## config.mk

```make
export PLATFORM = sky130hd
export DESIGN_NAME = uart_tx_arbiter
export DESIGN_NICKNAME = d
export VERILOG_FILES = /design/src/rtl/uart_tx_arbiter.sv
export SDC_FILE = /design/constraint.sdc
export NUM_CORES = 1
export LEC_CHECK = 0
export ABC_AREA = 0
export CORE_MARGIN = 2
export CORE_UTILIZATION = 25
export DETAILED_ROUTE_END_ITERATION = 7
export GPL_TIMING_DRIVEN = 0
export HOLD_SLACK_MARGIN = 0.03
export PLACE_DENSITY = 0.5
export SYNTH_ARGS = -nofsm -noshare
export SYNTH_HDL_FRONTEND = slang
export SYNTH_SLANG_ARGS = --single-unit
```

## constraint.sdc

```tcl
create_clock -name clk -period 2.2 [get_ports clk]
set_input_delay 0.22 -clock clk [delete_from_list [all_inputs] [get_ports clk]]
set_output_delay 0.22 -clock clk [all_outputs]
set_load 0.02 [all_outputs]
```

## src/rtl/uart_tx_arbiter.sv

```systemverilog
// uart_tx_arbiter: round-robin sharing of one UART tx serializer among NUM_REQ message sources
//   clk          system clock
//   Reset_n      asynchronous active-low reset
//   req_valid    per-requester byte valid
//   req_data     byte of requester i on [8i+7:8i]
//   req_last     byte is the last of its message
//   req_ready    byte accepted when valid & ready (only the granted requester, only in LOAD)
//   tx_din       byte presented to the serializer
//   tx_send      Send request to the serializer
//   tx_sent      Sent acknowledge from the serializer
//   grant_id     index of the current or most recent grant
//   busy         arbiter is handling a message
//   timeout_err  one-cycle pulse when the watchdog aborts a message
module uart_tx_arbiter #(
    parameter int NUM_REQ        = 4,
    parameter int TIMEOUT_CYCLES = 1 << 20
) (
    input  logic                       clk,
    input  logic                       Reset_n,
    input  logic [NUM_REQ-1:0]         req_valid,
    input  logic [8*NUM_REQ-1:0]       req_data,
    input  logic [NUM_REQ-1:0]         req_last,
    output logic [NUM_REQ-1:0]         req_ready,
    output logic [7:0]                 tx_din,
    output logic                       tx_send,
    input  logic                       tx_sent,
    output logic [$clog2(NUM_REQ)-1:0] grant_id,
    output logic                       busy,
    output logic                       timeout_err
);
    localparam int GW = $clog2(NUM_REQ);
    localparam int CW = $clog2(TIMEOUT_CYCLES);

    typedef enum logic [1:0] {IDLE, LOAD, SEND, WAIT_CLR} state_t;

    state_t          state_q, state_d;
    logic [CW-1:0]   cnt_q, cnt_d;
    logic [GW-1:0]   grant_q, grant_d;
    logic [GW-1:0]   rr_q, rr_d;
    logic [7:0]      din_q, din_d;
    logic            last_q, last_d;
    logic            to_q;
    logic            expire;
    logic            found;
    logic [GW-1:0]   pick;
    logic [GW-1:0]   cand;
    logic [7:0]      sel_byte;

    // First valid requester after the last one served, wrapping around.
    always_comb begin
        found = 1'b0;
        pick  = '0;
        cand  = '0;
        for (int k = 1; k <= NUM_REQ; k++) begin
            cand = GW'((int'(rr_q) + k) % NUM_REQ);
            if (!found && req_valid[cand]) begin
                found = 1'b1;
                pick  = cand;
            end
        end
    end

    assign sel_byte = 8'(req_data >> {grant_q, 3'b000});
    assign expire   = (state_q != IDLE) && (cnt_q == CW'(TIMEOUT_CYCLES - 1));

    always_comb begin
        state_d = state_q;
        grant_d = grant_q;
        rr_d    = rr_q;
        din_d   = din_q;
        last_d  = last_q;
        case (state_q)
            IDLE: begin
                if (found) begin
                    grant_d = pick;
                    state_d = LOAD;
                end
            end
            LOAD: begin
                if (req_valid[grant_q]) begin
                    din_d   = sel_byte;
                    last_d  = req_last[grant_q];
                    state_d = SEND;
                end
            end
            SEND: state_d = tx_sent ? WAIT_CLR : SEND;
            WAIT_CLR: begin
                if (!tx_sent) begin
                    state_d = last_q ? IDLE : LOAD;
                    rr_d    = last_q ? grant_q : rr_q;
                end
            end
            default: state_d = IDLE;
        endcase
        // Watchdog abort overrides whatever else happened this cycle.
        if (expire) begin
            state_d = IDLE;
            rr_d    = grant_q;
            din_d   = din_q;
            last_d  = last_q;
        end
        cnt_d = (state_q == IDLE || state_d != state_q) ? '0 : cnt_q + CW'(1);
    end

    always_ff @(posedge clk or negedge Reset_n) begin
        if (!Reset_n) begin
            state_q <= IDLE;
            cnt_q   <= '0;
            grant_q <= '0;
            rr_q    <= GW'(NUM_REQ - 1);
            din_q   <= '0;
            last_q  <= 1'b0;
            to_q    <= 1'b0;
        end else begin
            state_q <= state_d;
            cnt_q   <= cnt_d;
            grant_q <= grant_d;
            rr_q    <= rr_d;
            din_q   <= din_d;
            last_q  <= last_d;
            to_q    <= expire;
        end
    end

    assign req_ready   = (state_q == LOAD) ? ({{(NUM_REQ-1){1'b0}}, 1'b1} << grant_q) : '0;
    assign tx_din      = din_q;
    assign tx_send     = (state_q == SEND);
    assign grant_id    = grant_q;
    assign busy        = (state_q != IDLE);
    assign timeout_err = to_q;
endmodule

```

## Yosys cells after proc, flatten, opt, wreduce, memory -nomap -nowiden

Cells that the tools add are included.

| cells by class | value |
|---|---|
| $mul | 0 |
| muxes and demuxes | 33 |
| equality and inequality tests | 6 |
| divide/modulo/power cells | 0 |
| order comparisons | 5 |
| reduce and logical (&&, ||, !) cells | 15 |
| bitwise gates (word level) | 1 |
| shift operators | 2 |
| $add $sub $neg | 5 |

Operators with widths:

| cell | count |
|---|---|
| $shr 32x5->8 | 1 |
| $mux 2 | 12 |
| $add 20x1->20 const B | 1 |
| $eq 20x20->1 const B | 1 |
| $mux 20 | 1 |
| $lt 2x3->1 const B | 5 |
| $bmux 1 s2 | 6 |
| $mux 1 | 12 |
| $pmux 2 s4 | 1 |
| $reduce_and 3->1 | 2 |
| $reduce_bool 2->1 | 3 |
| $add 2x1->2 const B | 2 |
| $add 2x2->2 const B | 2 |
| $eq 2x2->1 const B | 2 |
| $logic_and 1x1->1 | 4 |
| $mux 4 | 1 |
| $shl 1x2->4 const A | 1 |
| $logic_not 1->1 | 3 |
| $eq 2x1->1 const B | 1 |
| $logic_not 2->1 | 1 |
| $ne 2x1->1 const B | 1 |
| $ne 2x2->1 | 1 |
| $reduce_and 2->1 | 1 |
| $logic_or 1x1->1 | 1 |
| $not 1->1 | 1 |

| word-level totals | value |
|---|---|
| memory bits (read-only) | 0 |
| word-level logic and storage cells | 74 |
| flip-flop bits (word level) | 36 |
| memory bits (writable) | 0 |
| input port bits | 43 |
| output and inout bits | 17 |
| latch bits | 0 |
| memories | 0 |

## Logic depth before layout (Yosys ltp)

| logic depth | value |
|---|---|
| depth after elaboration | 19 |
| gate-level depth with buffers | 6 |
| mapped depth without buffers | 5 |

## Least setup slack after synthesis

No wires, ideal clock.

| timing | value |
|---|---|
| kind | reg2reg |
| from | reg grant_q[0], in the netlist grant_id[0] |
| to | reg last_q |
| clock period less this slack | 1.995 ns |
| setup time | 0.125 ns |
| arrival | 1.870 ns |
| buffers on the path | 1 |
| required time | 2.075 ns |
| stages on the path, launching flop included | 6 |
| path slack | 0.205 ns |
| path through | dfrtp_1 > buf_2 > nand2b_1 > o22a_1 > a211oi_2 > mux2_2 |

| on the way | value |
|---|---|
| cells in the longest elaborated chain, start to end | 3 |
| elaborated cells between the ends (all ways) | 5 |
| those cells by class | mux (4); reduce/logical (1) |

RTL lines:

| element | RTL line | RTL |
|---|---|---|
| start, declared | 38 | `logic [GW-1:0] grant_q, grant_d;` |
| start signal, assigned | 117 | `grant_q <= grant_d;` |
| $bmux 1 s2 | 80 | `if (req_valid[grant_q]) begin` |
| $mux 1 (implied by the code) | 80 |  |
| $reduce_and 3->1 (no source line) | -- |  |
| end signal, assigned | 120 | `last_q <= last_d;` |
| end, declared | 41 | `logic last_q, last_d;` |

Several ways; a longest one is shown, not always the timed one. The select of a mux whose other input is x is not followed.
A chain may end at the register's enable or synchronous reset.

## Worst setup path after layout

| timing | value |
|---|---|
| from | reg grant_q[0], in the netlist grant_id[0] |
| to | out req_ready[3] |

| on the way | value |
|---|---|
| cells in the longest elaborated chain, start to end | 2 |

RTL lines:

| element | RTL line | RTL |
|---|---|---|
| $shl 1x2->4 | 125 | `assign req_ready = (state_q == LOAD) ? ({{(NUM_REQ-1){1'b0}}, 1'b1} << grant_q) : '0;` |
| $mux 4 | 125 |  |
| end, declared | 23 | `output logic [NUM_REQ-1:0] req_ready,` |

No other way between the ends.

==> metrics.txt <==
status complete, no violations; Fin. Hold Viols 0; Leakage 1.11 nW; FFs w/ async S/R, synth 100%; cts hold-fix bufs 0; Vias/cell 4.78; Syn Area/Cell 10.9 sq um; share of layout cells above drive strength 1 ~17%; Net Count, Synth 233; P_int approximately 1.9 mW; CP cell instances buf_4 > buf_4 > and4b_1 > clkdlybuf4s50_1; CP Capture Type output pin; delay of the slowest critical-path stage 0.61 ns; drt initial violations 48; global-route total usage across every layer between 10% and 20%; startpoint types flop; Top cell by count, worst path buf_4; actual slew at the worst max-slew pin roughly 0.85 ns; final instance area 2930 sq um; DR pass1 iterations 4; Synth Cell Area 2070 sq um; WP data required 1.98 ns; Max-slew headroom 43.4%; HP Class in2async; port buffer count a little under 60; area fraction of the dominant cell type after synthesis 41.2%; I/O Pins 60; MaxCap Viol Count 0; first-pass GRT wire length 8750 um; final core utilization 36.0%; Worst Setup Path Type reg2out; initial antenna violation count 0; CTS clock-pin slew for the worst setup and hold paths 0.08 ns; CTS Root Buffer Type clkbuf_8; clock skew ~0.0083 ns; # setup viols final 0; Final min period 2.08 ns; Max Fclk 481 MHz; number of global-route vias before repair 1,810; switching portion of total power about 37%; Wirelength per Cell 14.4 um; Synth cell types 44; H-tree levels 2; pwr dens approximately 1000 nW/um^2; routed vias 1,720; Rows 33; EDFF count, synth 0; leading post-synthesis cells by cell area dfrtp_1, mux4_2, mux2_2; period utilisation layout 94.6%; setup ws final 0.119 ns; Worst Path Arrival 1.86 ns; TritonCTS Buffers 5; R2R Setup Slk ~0.12 ns; clk buf depth 2; post-synth top area cell dfrtp_1; n_diodes 0; die area 9010 sq um; DRT Wirelength 5200 um; Crit Path Max Fanout 10; slowest cell on the critical path clkdlybuf4s50_1; Post-Syn Instances 189; total gr overflow 0; antenna-violating nets left 0; Area growth, synth to finish 41.8%; Ys Warns 0; clk sink count 36; clock latency on the worst-skew pair 0.29 ns; register area share after synthesis 43.7%; starting density of the core 25.4%; DP Wirelength roughly 3800 um; Placer Congestion 0.752; CTS tree done; placeable core area 8130 sq um; Synth Register Bits 36; Die Height roughly 95 um; Placement Setup Slack -0.225 ns; Placed Area approximately 2800 sq um; register share of total power between 30% and 40%; NumNets Final 299; Combinational Power Share 51.0%; DRC violations left 0; Clk pwr share 17.5%; largest net degree at the start of global routing 37; Final Max Tran Viols 0; overall power 2.94 mW; Primary FF master, synth dfrtp_1; die span in x 94.9 um; VDD IR-drop max 0.000438 V; sw power approximately 1.1 mW
## cells in the mapped netlist, types with 2 or more instances
library cell  number
buf_2              2
o31ai_1            3
dfstp_2            2
or3_1              4
mux2_2            11
and2_1             2
nand4_1            3
dfrtp_1           34
o21ai_0            5
nand2b_1           2
inv_1              6
a211oi_1           6
nor3b_1            4
nor2b_1            4
nand2_1            9
or4_1              4
mux4_2             9
xor2_1             5
o22ai_1            3
nor3_1            14
mux2i_1            2
nand3_1            6
nor4_1             5
xnor2_1            8
nor2_1             9
clkbuf_1           6
a21oi_1            4
## metrics by stage
step	hold WS (ns)	setup TNS, ns	instances
3_3_place_gp	0.483	-4.42	353
6_report	0.0356	0	360
4_1_cts	0.0806	0	360
5_1_grt	0.116	-0.000107	360
3_5_place_dp	0.395	-2.12	353
2_1_floorplan	-0.0756	0	189
## cell usage in the layout (no fill, tap or decap), drive strengths merged, types with 2 or more instances in the layout
| cell type | Yosys | final |
|---|---|---|
| nor2b | 4 | 4 |
| mux4 | 9 | 9 |
| nor3b | 4 | 4 |
| nand2 | 9 | 9 |
| nor3 | 14 | 14 |
| or3 | 5 | 5 |
| nand2b | 2 | 2 |
| o31ai | 3 | 3 |
| dfrtp | 34 | 34 |
| nor2 | 9 | 9 |
| clkdlybuf4s50 | 0 | 55 |
| nand3 | 6 | 6 |
| mux2i | 2 | 2 |
| mux2 | 11 | 11 |
| xor2 | 5 | 5 |
| inv | 6 | 6 |
| buf | 4 | 6 |
| o22ai | 3 | 3 |
| clkbuf | 6 | 12 |
| and2 | 2 | 2 |
| xnor2 | 8 | 8 |
| dfstp | 2 | 2 |
| a21oi | 4 | 4 |
| nor4 | 5 | 5 |
| a211oi | 7 | 7 |
| o21ai | 5 | 5 |
| nand4 | 5 | 5 |
| or4 | 4 | 4 |
| dlygate4sd2 | 0 | 2 |
## registers in the layout (all words and copies together) (netlist names)
| name | cells |
|---|---|
| cnt_q | 20 |
| tx_din | 8 |
| grant_id | 2 |
| rr_q | 2 |
| state_q | 2 |
| last_q | 1 |
| timeout_err | 1 |
## repair_timing
item / CTS / global route
endpoints found under the setup margin: 13 / 12
resized for setup: 8 / 3
pin swaps: 0 / 1
setup buffers: 0 / 1
## path summary, 6_finish.rpt
check                       startpoint           end  cells after the start
setup / recovery           grant_id[0]  req_ready[3]                      4
hold / removal                 Reset_n      cnt_q[3]                      1
setup reg to reg              cnt_q[0]     cnt_q[16]                      5
hold reg to reg               cnt_q[0]      cnt_q[0]                      1
max in group asynchronous      Reset_n     tx_din[6]                      1
min in group clk              cnt_q[0]      cnt_q[0]                      1
## final cells by class
cell class / count / area (sq um)
Fill cell: 827 / 5200
Multi-Input combinational cell: 137 / 1120
Sequential cell: 36 / 903
Timing Repair Buffer: 60 / 606
Tap cell: 105 / 131
Clock buffer: 7 / 96.3
Buffer: 9 / 46.3
Inverter: 6 / 22.5
## per-layer routing
metal  vias up  routed length [um]  share of wire, %  GRT usage (%)
met3         6                 233               4.5           2.63
li1        838                   -                 -              -
met1       842                2330                45           15.3
met2        34                2560                49           21.9
met4         0                  72               1.4           4.11
met5         -                   0                 0              0
## worst max-delay path: cells and delay by family, from the launching register on
family                 cells  cell delay (ns)
AND/OR/NAND/NOR            1             0.20
flip-flops                 1             0.35
buffers and inverters      3             1.03
## power by group through the flow
stage                     Clock, mW  Sequential [mW]  Combinational, mW
after floorplan                   0             1.04              0.815
after global placement            0            0.936               1.48
after detailed placement          0            0.938               1.48
after CTS                     0.537            0.927               1.51
after global routing          0.560            0.954               1.63
final                         0.514            0.929               1.50
## kinds of logic after synthesis
group / Yosys count / share of synthesized area [%]
and+or+nand+nor: 73 / 20.8
DFF: 36 / 43.7
AOI/OAI and AO/OA: 28 / 9.38
muxes: 22 / 16.8
buffers and inverters: 16 / 3.21
xor gates and xnor gates: 13 / 5.51
adders and majority gates: 1 / 0.605
No activity file was read; power rests on OpenSTA's default activity.
